==> src/rtl/map_ss_reader_pkg.sv <==
// Shared definitions for the save-state reader: widths, FSM encoding and CRC-8 constants.
package map_ss_reader_pkg;

  localparam int unsigned BW_SS_CTRL = 8;
  localparam int unsigned BwSsAddr   = BW_SS_CTRL;
  localparam int unsigned BwSsData   = BW_SS_CTRL;
  localparam int unsigned BwSsCnt    = 9;

  typedef enum logic [2:0] {
    StIdle,
    StIssue,
    StWait,
    StCapt,
    StFin
  } ss_state_e;

  localparam logic [7:0] Crc8Poly = 8'h07;
  localparam logic [7:0] Crc8Init = 8'hFF;

  // MSB-first CRC-8 over one byte.
  function automatic logic [7:0] crc8_update(input logic [7:0] crc, input logic [7:0] data);
    logic [7:0] c;
    c = crc ^ data;
    for (int i = 0; i < 8; i++) begin
      c = c[7] ? ((c << 1) ^ Crc8Poly) : (c << 1);
    end
    return c;
  endfunction

endpackage

==> src/rtl/ss_fifo.sv <==
// Small synchronous FIFO with registered storage, flush and occupancy count.
module ss_fifo #(
  parameter int unsigned Depth = 4,
  parameter int unsigned Width = 8,
  localparam int unsigned PtrW = $clog2(Depth),
  localparam int unsigned CntW = PtrW + 1
) (
  input  logic             clk_i,
  input  logic             rst_i,
  input  logic             flush_i,
  input  logic             push_i,
  input  logic [Width-1:0] data_i,
  input  logic             pop_i,
  output logic [Width-1:0] data_o,
  output logic             valid_o,
  output logic [CntW-1:0]  count_o
);

  logic [Width-1:0] mem_q [Depth];
  logic [PtrW-1:0]  wr_ptr_q, rd_ptr_q;
  logic [CntW-1:0]  cnt_q;
  logic             pop;

  assign pop = pop_i && (cnt_q != '0);

  always_ff @(posedge clk_i) begin
    if (rst_i || flush_i) begin
      wr_ptr_q <= '0;
      rd_ptr_q <= '0;
      cnt_q    <= '0;
    end else begin
      if (push_i) wr_ptr_q <= wr_ptr_q + PtrW'(1);
      if (pop)    rd_ptr_q <= rd_ptr_q + PtrW'(1);
      cnt_q <= cnt_q + CntW'(push_i) - CntW'(pop);
    end
  end

  always_ff @(posedge clk_i) begin
    if (push_i) mem_q[wr_ptr_q] <= data_i;
  end

  assign data_o  = mem_q[rd_ptr_q];
  assign valid_o = (cnt_q != '0);
  assign count_o = cnt_q;

endmodule

==> src/rtl/map_ss_reader.sv <==
// Reads SS_LEN save-state bytes from a mapper into an output FIFO, one read in flight at a time.
// Define SS_READER_CRC_EN to add a CRC-8 of the dumped bytes on port crc.
module map_ss_reader
  import map_ss_reader_pkg::*;
#(
  parameter int unsigned SS_LEN     = 256,
  parameter int unsigned RD_LAT     = 2,
  parameter int unsigned FIFO_DEPTH = 4
) (
  input  logic                clk,
  input  logic                rst,
  input  logic                start,
  input  logic                abort,
  output logic [BwSsAddr-1:0] ss_addr,
  output logic                ss_rd,
  input  logic [BwSsData-1:0] ss_din,
  output logic [BwSsData-1:0] dout,
  output logic                dout_vld,
  input  logic                dout_rdy,
  output logic                busy,
  output logic                done
`ifdef SS_READER_CRC_EN
  ,
  output logic [7:0]          crc
`endif
);

  localparam int unsigned FifoCntW = $clog2(FIFO_DEPTH) + 1;

  ss_state_e            state_q;
  logic [BwSsCnt-1:0]   cnt_q;
  logic [2:0]           wait_q;
  logic                 done_q;

  logic [FifoCntW-1:0]  fifo_cnt;
  logic [BwSsData-1:0]  fifo_head;
  logic                 fifo_vld;
  logic                 room, last, push, pop, kill;

  assign kill = rst || abort;
  assign room = (fifo_cnt < FifoCntW'(FIFO_DEPTH));
  assign last = (cnt_q == BwSsCnt'(SS_LEN - 1));
  assign push = (state_q == StCapt) && !kill;
  assign pop  = dout_vld && dout_rdy;

  always_ff @(posedge clk) begin
    if (rst) begin
      state_q <= StIdle;
      cnt_q   <= '0;
      wait_q  <= '0;
      done_q  <= 1'b0;
    end else if (abort) begin
      state_q <= StIdle;
      done_q  <= 1'b0;
    end else begin
      done_q <= 1'b0;
      unique case (state_q)
        StIdle: begin
          if (start) begin
            cnt_q   <= '0;
            state_q <= StIssue;
          end
        end
        StIssue: begin
          if (room) begin
            if (RD_LAT == 1) begin
              state_q <= StCapt;
            end else begin
              state_q <= StWait;
              wait_q  <= 3'(RD_LAT - 2);
            end
          end
        end
        StWait: begin
          if (wait_q == '0) state_q <= StCapt;
          else              wait_q  <= wait_q - 3'd1;
        end
        StCapt: begin
          if (last) begin
            state_q <= StFin;
            done_q  <= 1'b1;
          end else begin
            cnt_q   <= cnt_q + BwSsCnt'(1);
            state_q <= StIssue;
          end
        end
        StFin: begin
          if (fifo_cnt == '0) state_q <= StIdle;
        end
        default: state_q <= StIdle;
      endcase
    end
  end

  ss_fifo #(
    .Depth (FIFO_DEPTH),
    .Width (BwSsData)
  ) u_fifo (
    .clk_i   (clk),
    .rst_i   (rst),
    .flush_i (abort),
    .push_i  (push),
    .data_i  (ss_din),
    .pop_i   (pop),
    .data_o  (fifo_head),
    .valid_o (fifo_vld),
    .count_o (fifo_cnt)
  );

  // Outputs are forced low while rst is held, not only after the reset edge.
  assign ss_rd    = (state_q == StIssue) && room && !kill;
  assign ss_addr  = rst ? '0 : cnt_q[BwSsAddr-1:0];
  assign dout     = rst ? '0 : fifo_head;
  assign dout_vld = fifo_vld && !rst;
  assign busy     = (state_q != StIdle) && !rst;
  assign done     = done_q && !rst;

`ifdef SS_READER_CRC_EN
  logic [7:0] crc_q;

  always_ff @(posedge clk) begin
    if (rst) begin
      crc_q <= Crc8Init;
    end else if (!abort && (state_q == StIdle) && start) begin
      crc_q <= Crc8Init;
    end else if (push) begin
      crc_q <= crc8_update(crc_q, ss_din);
    end
  end

  assign crc = crc_q;
`endif

endmodule

==> config.mk <==
export PLATFORM = sky130hd
export DESIGN_NAME = map_ss_reader
export DESIGN_NICKNAME = d
export VERILOG_FILES = /design/src/rtl/map_ss_reader_pkg.sv /design/src/rtl/ss_fifo.sv /design/src/rtl/map_ss_reader.sv
export SDC_FILE = /design/constraint.sdc
export NUM_CORES = 1
export LEC_CHECK = 0
export BUFFER_PORTS_ARGS = -buffer_cell sky130_fd_sc_hd__buf_2
export CORE_MARGIN = 3
export CORE_UTILIZATION = 55
export DETAILED_ROUTE_END_ITERATION = 7
export PLACE_DENSITY = 0.76
export SYNTH_ARGS = -nofsm -noshare
export SYNTH_HDL_FRONTEND = slang
export SYNTH_SLANG_ARGS = --single-unit
==> constraint.sdc <==
create_clock -name clk -period 5.8 [get_ports clk]
set_input_delay 0.58 -clock clk [delete_from_list [all_inputs] [get_ports clk]]
set_output_delay 0.58 -clock clk [all_outputs]
set_load 0.01 [all_outputs]
**Word level (Yosys, flattened, before mapping)**

Memory sizes are Yosys's and may differ from the RTL's. A register that Yosys moved wholly into a read port is not among the register bits.
Cells that the tools add are included.

- Word-level logic and storage cells: 70
- Register bits: 23
- Memory bits (writable): 32
- Memories kept: 1
- Output and inout port bits: 20

- Multiplexer cells: 19
- Bitwise logic cells: 2
- Add/sub/neg operators: 6
- Magnitude comparators: 1
- Reductions and logical operators: 23
- Eq/ne operators: 11

Memory list:

| memory | depth | bits a word | rd ports | clocked after memory_dff | wr ports | line | RTL |
|---|---|---|---|---|---|---|---|
| u_fifo.mem_q | 4 | 8 | 1 | 1 | 1 | ss_fifo.sv:19 | `logic [Width-1:0] mem_q [Depth];` |

Operators with widths:

| cell | count |
|---|---|
| 2-to-1 mux 3 bit | 7 |
| 2-to-1 mux 9 bit | 2 |
| one-hot mux 9 bit (2 select lines) | 1 |
| 2-to-1 mux 8 bit | 2 |
| one-hot mux 3 bit (5 select lines) | 1 |
| inequality test 2 bit, second input constant | 6 |
| AND reduction 4 bit | 3 |
| adder 9 x 1 -> 9 bit, second input constant | 1 |
| equality test 9 x 8 -> 1 bit, second input constant | 1 |
| logical NOT 3 bit | 3 |
| logical AND 1 bit | 8 |
| equality test 3 x 2 -> 1 bit, second input constant | 2 |
| one-hot mux 3 bit (2 select lines) | 1 |
| nonzero test 3 bit | 2 |
| adder 2 x 1 -> 2 bit, second input constant | 2 |
| 2-to-1 mux 2 bit | 2 |
| nonzero test 2 bit | 2 |
| adder 3 x 1 -> 3 bit | 1 |
| equality test 3 x 1 -> 1 bit, second input constant | 1 |
| equality test 3 bit, second input constant | 1 |
| < comparator 3 bit, second input constant | 1 |
| 2-to-1 mux 1 bit | 3 |
| OR reduction 3 bit | 1 |
| subtractor 3 x 1 -> 3 bit | 1 |
| other kinds (5) | 7 |

**Longest topological paths before layout**

Gate-level depths: netlist of run 1.

- Word-level depth: 6
- Mapped depth: 9
- Depth with buffers taken out: 9

**Modules after synthesis**

Synthesis of run 1 repeated with hierarchy kept, for this count alone.

- Cells, all modules: 210
- Area total of the unflattened synthesis: 2,615.0 um^2

By module, submodules not included:

| module | seq. area each (um^2) | times used | area each (um^2) | cells an instance |
|---|---|---|---|---|
| ss_fifo | 1,141.1 | 1 | 1,640.3 | 88 |
| map_ss_reader | 320.3 | 1 | 974.7 | 122 |

**Least setup slack after synthesis of run 1**

OpenSTA, ideal clock, no wires.

- Path type: input-to-reg
- Start: input rst
- End: register u_fifo.cnt_q[2], in the netlist u_fifo.count_o[2]
- Arrival: 2.162 ns
- Required time: 5.672 ns
- Path slack: 3.510 ns
- Stages on the path: 9
- Path buffers: 1
- Cells stage by stage: clkbuf_1 -> nor3b_1 -> ha_1 -> inv_1 -> ha_1 -> fa_1 -> xnor2_1 -> xnor2_1 -> nor2_1

- Longest elaborated chain between the ends: 5

RTL lines:

| item | line | RTL |
|---|---|---|
| from (decl) | map_ss_reader.sv:11 | `input logic rst,` |
| logical NOT 1 bit | map_ss_reader.sv:114 | `assign dout_vld = fifo_vld && !rst;` |
| logical AND 1 bit | map_ss_reader.sv:114 |  |
| logical AND 1 bit | map_ss_reader.sv:44 | `assign pop = dout_vld && dout_rdy;` |
| logical AND 1 bit | ss_fifo.sv:24 | `assign pop = pop_i && (cnt_q != '0);` |
| named net u_fifo.pop | ss_fifo.sv:22 | `logic pop;` |
| subtractor 3 x 1 -> 3 bit | ss_fifo.sv:34 | `cnt_q <= cnt_q + CntW'(push_i) - CntW'(pop);` |
| to (signal assigned) | ss_fifo.sv:34 |  |
| to (decl) | ss_fifo.sv:21 | `logic [CntW-1:0] cnt_q;` |

The timed path passes the listed nets, and every way through them passes these cells.
A chain may end at the register's enable or synchronous reset.

==> results of run 1 <==
## worst max-delay path: stages (launching register included)
cell and delay, ps:
dfxtp_1 650, mux4_2 580, nor2b_1 150, buf_2 160
## area by class of cell
class / instances / share of cell area
Sequential cell: 57 / 0.4901
Inverter: 13 / 0.01637
Tap cell: 52 / 0.02182
Multi-Input combinational cell: 135 / 0.3449
Clock inverter: 7 / 0.03147
Timing Repair Buffer: 32 / 0.05371
Clock buffer: 9 / 0.04154
## per-layer routing
layer  up-vias  share of wire  global-route usage
li1        826              -                   -
met1       784           0.44              0.2205
met2        33           0.51              0.2849
met3         5          0.033             0.04459
met4         0          0.014              0.1206
met5         -              0                   0
## final timing paths
path / from / endpoint / cells past startpoint
hold / removal: cnt_q[8] / cnt_q[8] / 2
setup / recovery: flip-flop / dout[7] / 3
hold reg to reg: cnt_q[8] / cnt_q[8] / 2
setup reg to reg: u_fifo.count_o[2] / u_fifo.count_o[2] / 9
## power by group
group | switching, mW | leakage, nW | total, mW | internal [mW]
Sequential | 0.00192 | 0.489 | 0.429 | 0.427
Combinational | 0.0163 | 0.496 | 0.0257 | 0.00936
Clock | 0.161 | 0.106 | 0.402 | 0.241
Total | 0.179 | 1.09 | 0.857 | 0.678
## state kept, by name, indices dropped and copies added (netlist names), named ones only
register and count:
done_q 1, wait_q 3, u_fifo.wr_ptr_q 2, u_fifo.mem_q 32
u_fifo.count_o 3, cnt_q 9, state_q 3, u_fifo.rd_ptr_q 2
## cells by family after synthesis
kind of cell,after synthesis,share of synthesized area
flops,57,0.5651
xor+xnor,8,0.02709
mux,9,0.07837
simple gates,82,0.1756
fa+ha+maj,11,0.05612
buf+inv,22,0.03725
compound gates,25,0.06047
## cells in the final DEF, fill, tap and decap left out, types with 3 or more instances in the layout
master	Yosys	layout
o21ai_0	5	5
nor2_1	21	21
and2_1	6	6
ha_1	10	10
xor2_1	4	4
buf_2	2	32
nand3_1	3	3
nor2b_1	18	18
and3_1	3	3
inv_1	13	13
or3_1	4	4
nor3_1	5	5
clkbuf_8	0	9
edfxtp_1	32	32
dfxtp_1	25	25
xnor2_1	4	4
mux4_2	9	9
a21oi_1	10	10
nand2_1	8	8
## through the flow
stage	utilization	instances	setup slack, ps	power [mW]	instance area, um2
5_1_grt	0.6709	305	3210	0.8866	2982
3_5_place_dp	0.6219	289	3194	0.4637	2764
2_1_floorplan	-	214	3510	0.4522	2586
6_report	0.6709	305	3353	0.8566	2982
3_3_place_gp	0.6219	289	3250	0.4626	2764
4_1_cts	0.6709	305	3295	0.8656	2982
==> flow_summary.ini, run 1 <==
[run_status]
status = complete, no violations

[floorplanning]
initial_core_util = 0.5819
die_area_um2 = 5561
die_w_um = 74.57
row_count = 24
coreArea_um2 = 4444
die_h_um = 74.57
io_pins = 33

[power_and_ir_drop]
ir_drop_mv = 0.2649
p_leak_nw = 1.091
p_per_area_nw_per_um2 = 287.3

[route]
dr_total_vias = 1648
final_antenna_net_count = 0
drt-vias-per-instance = 5.403
post_drt_wl_per_cell_um = 14.70
first_iter_violations = 92
drc = 0
routed_wl_um = 4482
dr.pass1.iters = 4

[clock_tree]
cts_hold_buffers = 0
postCtsSetupRepairBufs = 0
htreeDepth = 3
tritoncts = built
ctsResizeCount = 0
insertion_delay_ps = 330
path_clk_slew_ps = 70
cts_buffer_depth = 2
cts_root_buf = clkbuf_8
clock_sinks = 57
cts_buffers = 9

[worst_setup_path]
required_ps = 5220
crit_fanout = 8
critPathKind = reg2out
critical_path_arrival_ps = 1870
end_kind = output pin
reg2reg_slack_ps = 3510
startpoint_type = flip-flop

[final_layout]
seq_area_um2 = 1461
multiInputGateArea_um2 = 1028
diodes = 0
syn_to_final_growth_pct = 15.29
nets = 272
drive_gt1_frac = 0.2530
final.fill_count = 354

[logic_synthesis]
synth.distinct_cells = 44
synth_most_common_cell = edfxtp_1
netlist.top_cell.by_area = edfxtp_1
yosysSeqAreaShare = 0.5651
ys_seq_elements = 57
ys.warnings.count = 0
netlist_area_um2 = 2586
ys.flop_type = edfxtp_1
synth_edf_count = 32
syn_area_per_cell_um2 = 12.09
synthTopCellsByArea = edfxtp_1 37%, dfxtp_1 19%, mux4_2 7.8%, ha_1 4.8%, nor2b_1 4.4%
synth_top_area_frac = 0.3716
synth_nets = 238
netlist_instances = 214
synthTopCellsByCount = 32 x edfxtp_1, 25 x dfxtp_1, 21 x nor2_1
async_reset_ff_frac = 0

[timing]
whs_ps = 455.5
final_hold_viol_count = 0
min_period_ps = 2447
timing.slew.headroom = 0.6476
rsz0062_at_grt = false
skew_ps = 7.374
fmax_mhz = 408.7
tightest_slew_ps = 528.6
final.period_utilization = 0.4218
report.final.slew_viol_count = 0
setup_tns_ps = 0
setup_viol = 0

[placed_design]
place_congestion = 0.7951
io_buffers = 32
dpl.hpwl_um = 3138

[worst_hold_path]
hp-class = reg2reg

[flow_run]
maxCapViolations = 0

[grt]
antenna_found_initial = 0
grt_overflow_total = 0
track_usage = 0.1810
grt_pass1_vias = 1562
grt_pass1_wl_um = 7251
grt_max_degree = 31
(Power assumes the default switching activity.)
==> inputs of run 2 (changes only) <==
--- a/config.mk
+++ b/config.mk
@@ -5,6 +5,7 @@
 export SDC_FILE = /design/constraint.sdc
 export NUM_CORES = 1
 export LEC_CHECK = 0
+export ABC_AREA = 1
 export BUFFER_PORTS_ARGS = -buffer_cell sky130_fd_sc_hd__buf_2
 export CORE_MARGIN = 3
 export CORE_UTILIZATION = 55
==> constraint.sdc (replaced) <==
create_clock -name clk -period 2.5 [get_ports clk]
set_input_delay 0.25 -clock clk [delete_from_list [all_inputs] [get_ports clk]]
set_output_delay 0.25 -clock clk [all_outputs]
set_load 0.01 [all_outputs]
==> run 2 against run 1 <==
Sequential power grew 130%. Worst hold slack got worse by 330 ps. Clock power rose by 150%. Cell area up 7.2%. Core utilization rose by 2.9 points.
==> flow_summary.ini, run 2 <==
[worst_setup_path]
critPathKind = reg2reg
crit_fanout = 3
critical_path_arrival_ps = 2490
reg2reg_slack_ps = 230
end_kind = flip-flop
ff2ff_path_depth = 12
r2r-start = u_fifo.count_o[1]
required_ps = 2720
startpoint_type = flip-flop
reg2reg_to = u_fifo.count_o[2]

[clock_tree]
cts_buffers = 9
insertion_delay_ps = 330
ctsResizeCount = 0
cts_hold_buffers = 0
postCtsSetupRepairBufs = 0
tritoncts = built
cts_buffer_depth = 2
htreeDepth = 3
path_clk_slew_ps = 70
cts_root_buf = clkbuf_8
clock_sinks = 57

[power_and_ir_drop]
ir_drop_mv = 0.4653
p_leak_nw = 1.320
power_switching_uw = 416.7
power_frac_seq = 0.477
p_per_area_nw_per_um2 = 653.8
p_int_mw = 1.673
comb_power_share = 0.042
power.total_mw = 2.089
swShare = 0.1994
p_clk_frac = 0.481

[logic_synthesis]
netlist_area_um2 = 2715
async_reset_ff_frac = 0
synth_nets = 345
synth_top_family_by_area = simple AND/OR/NAND/NOR gates
syn_area_per_cell_um2 = 8.458
synth_compound_area_frac = 0.09032
synthTopCellsByArea = edfxtp_1 35%, dfxtp_1 18%, nor2_1 9.8%, nand2_1 6.5%, inv_1 5.8%
ys_seq_elements = 57
netlist.top_cell.by_area = edfxtp_1
ys.warnings.count = 0
synth_edf_count = 32
synth_most_common_cell = nor2_1
synth_top_area_frac = 0.3539
synth-simple-area-share = 0.2207
synthXorXnorAreaFrac = 0.01290
synth.area.mux_share = 0
ys.flop_type = edfxtp_1
synthTopCellsByCount = 71 x nor2_1, 47 x nand2_1, 42 x inv_1
synth.distinct_cells = 28
yosysSeqAreaShare = 0.5382
synthAdderAreaFrac = 0.05346
netlist_instances = 321

[timing]
rsz0062_at_grt = false
fmax_mhz = 440.0
min_period_ps = 2273
skew_ps = 8.335
report.final.slew_viol_count = 0
tightest_slew_ps = 456.2
final_hold_viol_count = 0
setup_tns_ps = 0
timing.slew.headroom = 0.6956
final.period_utilization = 0.9090
setup_viol = 0

[run_status]
status = complete, no violations

[route]
drt-vias-per-instance = 4.958
dr_total_vias = 2137
routed_wl_um = 5312
final_antenna_net_count = 0
post_drt_wl_per_cell_um = 12.32
dr.pass1.iters = 4
first_iter_violations = 196
drc = 0

[final_layout]
top_regs = u_fifo.mem_q x32, cnt_q x9
nets = 386
final.fill_count = 384
multiInputGateArea_um2 = 1025
largest_register = u_fifo.mem_q
seq_area_um2 = 1461
layout_common_cells = 71 x nor2_1, 47 x nand2_1, 42 x inv_1
largest_reg_flops = 32
drive_gt1_frac = 0.1749
diodes = 0
layout_commonest_cell = nor2_1
syn_to_final_growth_pct = 17.70

[floorplanning]
io_pins = 33
die_h_um = 76.26
die_area_um2 = 5816
initial_core_util = 0.5948
die_w_um = 76.26
coreArea_um2 = 4564
row_count = 24

[grt]
grt_overflow_total = 0
track_usage = 0.2012
antenna_found_initial = 0
grt_pass1_wl_um = 9328
grt_max_degree = 30
grt_pass1_vias = 2024

[placed_design]
dpl.hpwl_um = 3601
io_buffers = 32
place_congestion = 0.8762

[worst_hold_path]
min_path_cells = 1
hp-class = in2reg
min_to = u_fifo.mem_q[0][3]
hp-start = ss_din[3]

[flow_run]
maxCapViolations = 0
[run 2: cell types whose count changed in the layout (fill, tap and decap cells not counted), sizes merged, moves of 4 or more]
| cell | before | now |
|---|---|---|
| or3 | 4 | 0 |
| nor2b | 18 | 0 |
| buf | 32 | 41 |
| o21ai | 7 | 23 |
| a21oi | 10 | 24 |
| mux4 | 9 | 0 |
| and2 | 6 | 1 |
| nand2 | 9 | 48 |
| nand3 | 3 | 16 |
| inv | 14 | 45 |
| nor2 | 22 | 73 |
[run 2: how the worst max path moves through the flow]
stage,from,endpoint,slack (ps),depth (start not counted)
floorplan,u_fifo.count_o[1],u_fifo.count_o[2],330,12
global placement,u_fifo.count_o[1],u_fifo.count_o[2],330,12
detailed placement,u_fifo.count_o[1],u_fifo.count_o[2],230,12
CTS,u_fifo.count_o[1],u_fifo.count_o[2],200,12
global route,u_fifo.count_o[1],u_fifo.count_o[2],60,12
finish,u_fifo.count_o[1],u_fifo.count_o[2],230,12
[run 2: power groups by stage]
stage / Combinational (mW) / Clock [mW] / Sequential (mW)
final: 0.0885 / 1.00 / 0.997
after global placement: 0.0861 / 0 / 1.02
after floorplan: 0.0613 / 0 / 1.01
after detailed placement: 0.0881 / 0 / 1.02
after global routing: 0.100 / 1.07 / 0.996
after CTS: 0.0887 / 1.03 / 0.996
[run 2: logic make-up (layout without fill, tap and decap cells)]
kind of cell / Yosys count / in the layout
buffers and inverters: 56 / 101
adder cells (fa/ha/maj): 11 / 11
AO/OA/AOI/OAI: 48 / 48
flip-flops: 57 / 57
XOR/XNOR: 4 / 4
AND/OR/NAND/NOR: 145 / 145
[run 2: through the flow]
stage | utilization | hold WS [ps] | setup WS (ps) | instance area, um2 | cells
2_1_floorplan | - | 348.9 | 327.1 | 2715 | 321
3_3_place_gp | 0.6494 | 449.3 | 332.9 | 2964 | 416
3_5_place_dp | 0.6494 | 456.1 | 233.4 | 2964 | 416
4_1_cts | 0.7001 | 119.7 | 197.3 | 3196 | 431
5_1_grt | 0.7001 | 121.1 | 62.22 | 3196 | 431
6_report | 0.7001 | 129.3 | 227.4 | 3196 | 431
[run 2: per-layer routing]
layer,routed length (um),GRT usage,vias up,share of wire
met4,27,0.08696,0,0.0051
met5,0,0,-,0
li1,-,-,1117,-
met3,285,0.04610,2,0.054
met1,2522,0.2690,974,0.47
met2,2476,0.3146,44,0.47
[run 2: worst max-delay path, stage by stage, from the launching register on]
cell	delay (ps)
dfxtp_1	290
inv_1	130
nand3_1	100
and2_1	170
nand2_1	110
inv_1	70
ha_1	260
inv_1	40
ha_1	200
fa_1	380
xnor2_1	200
xor2_1	170
nor2_1	50
[run 2: final cells by class]
class                   instances  share of cell area
inverters                      45             0.05286
multi-input cells             208              0.3207
well taps                      65             0.02545
clock buffers                   9             0.03876
repair buffers                 41             0.07126
clock inverters                 6             0.03367
flip-flops and latches         57              0.4573
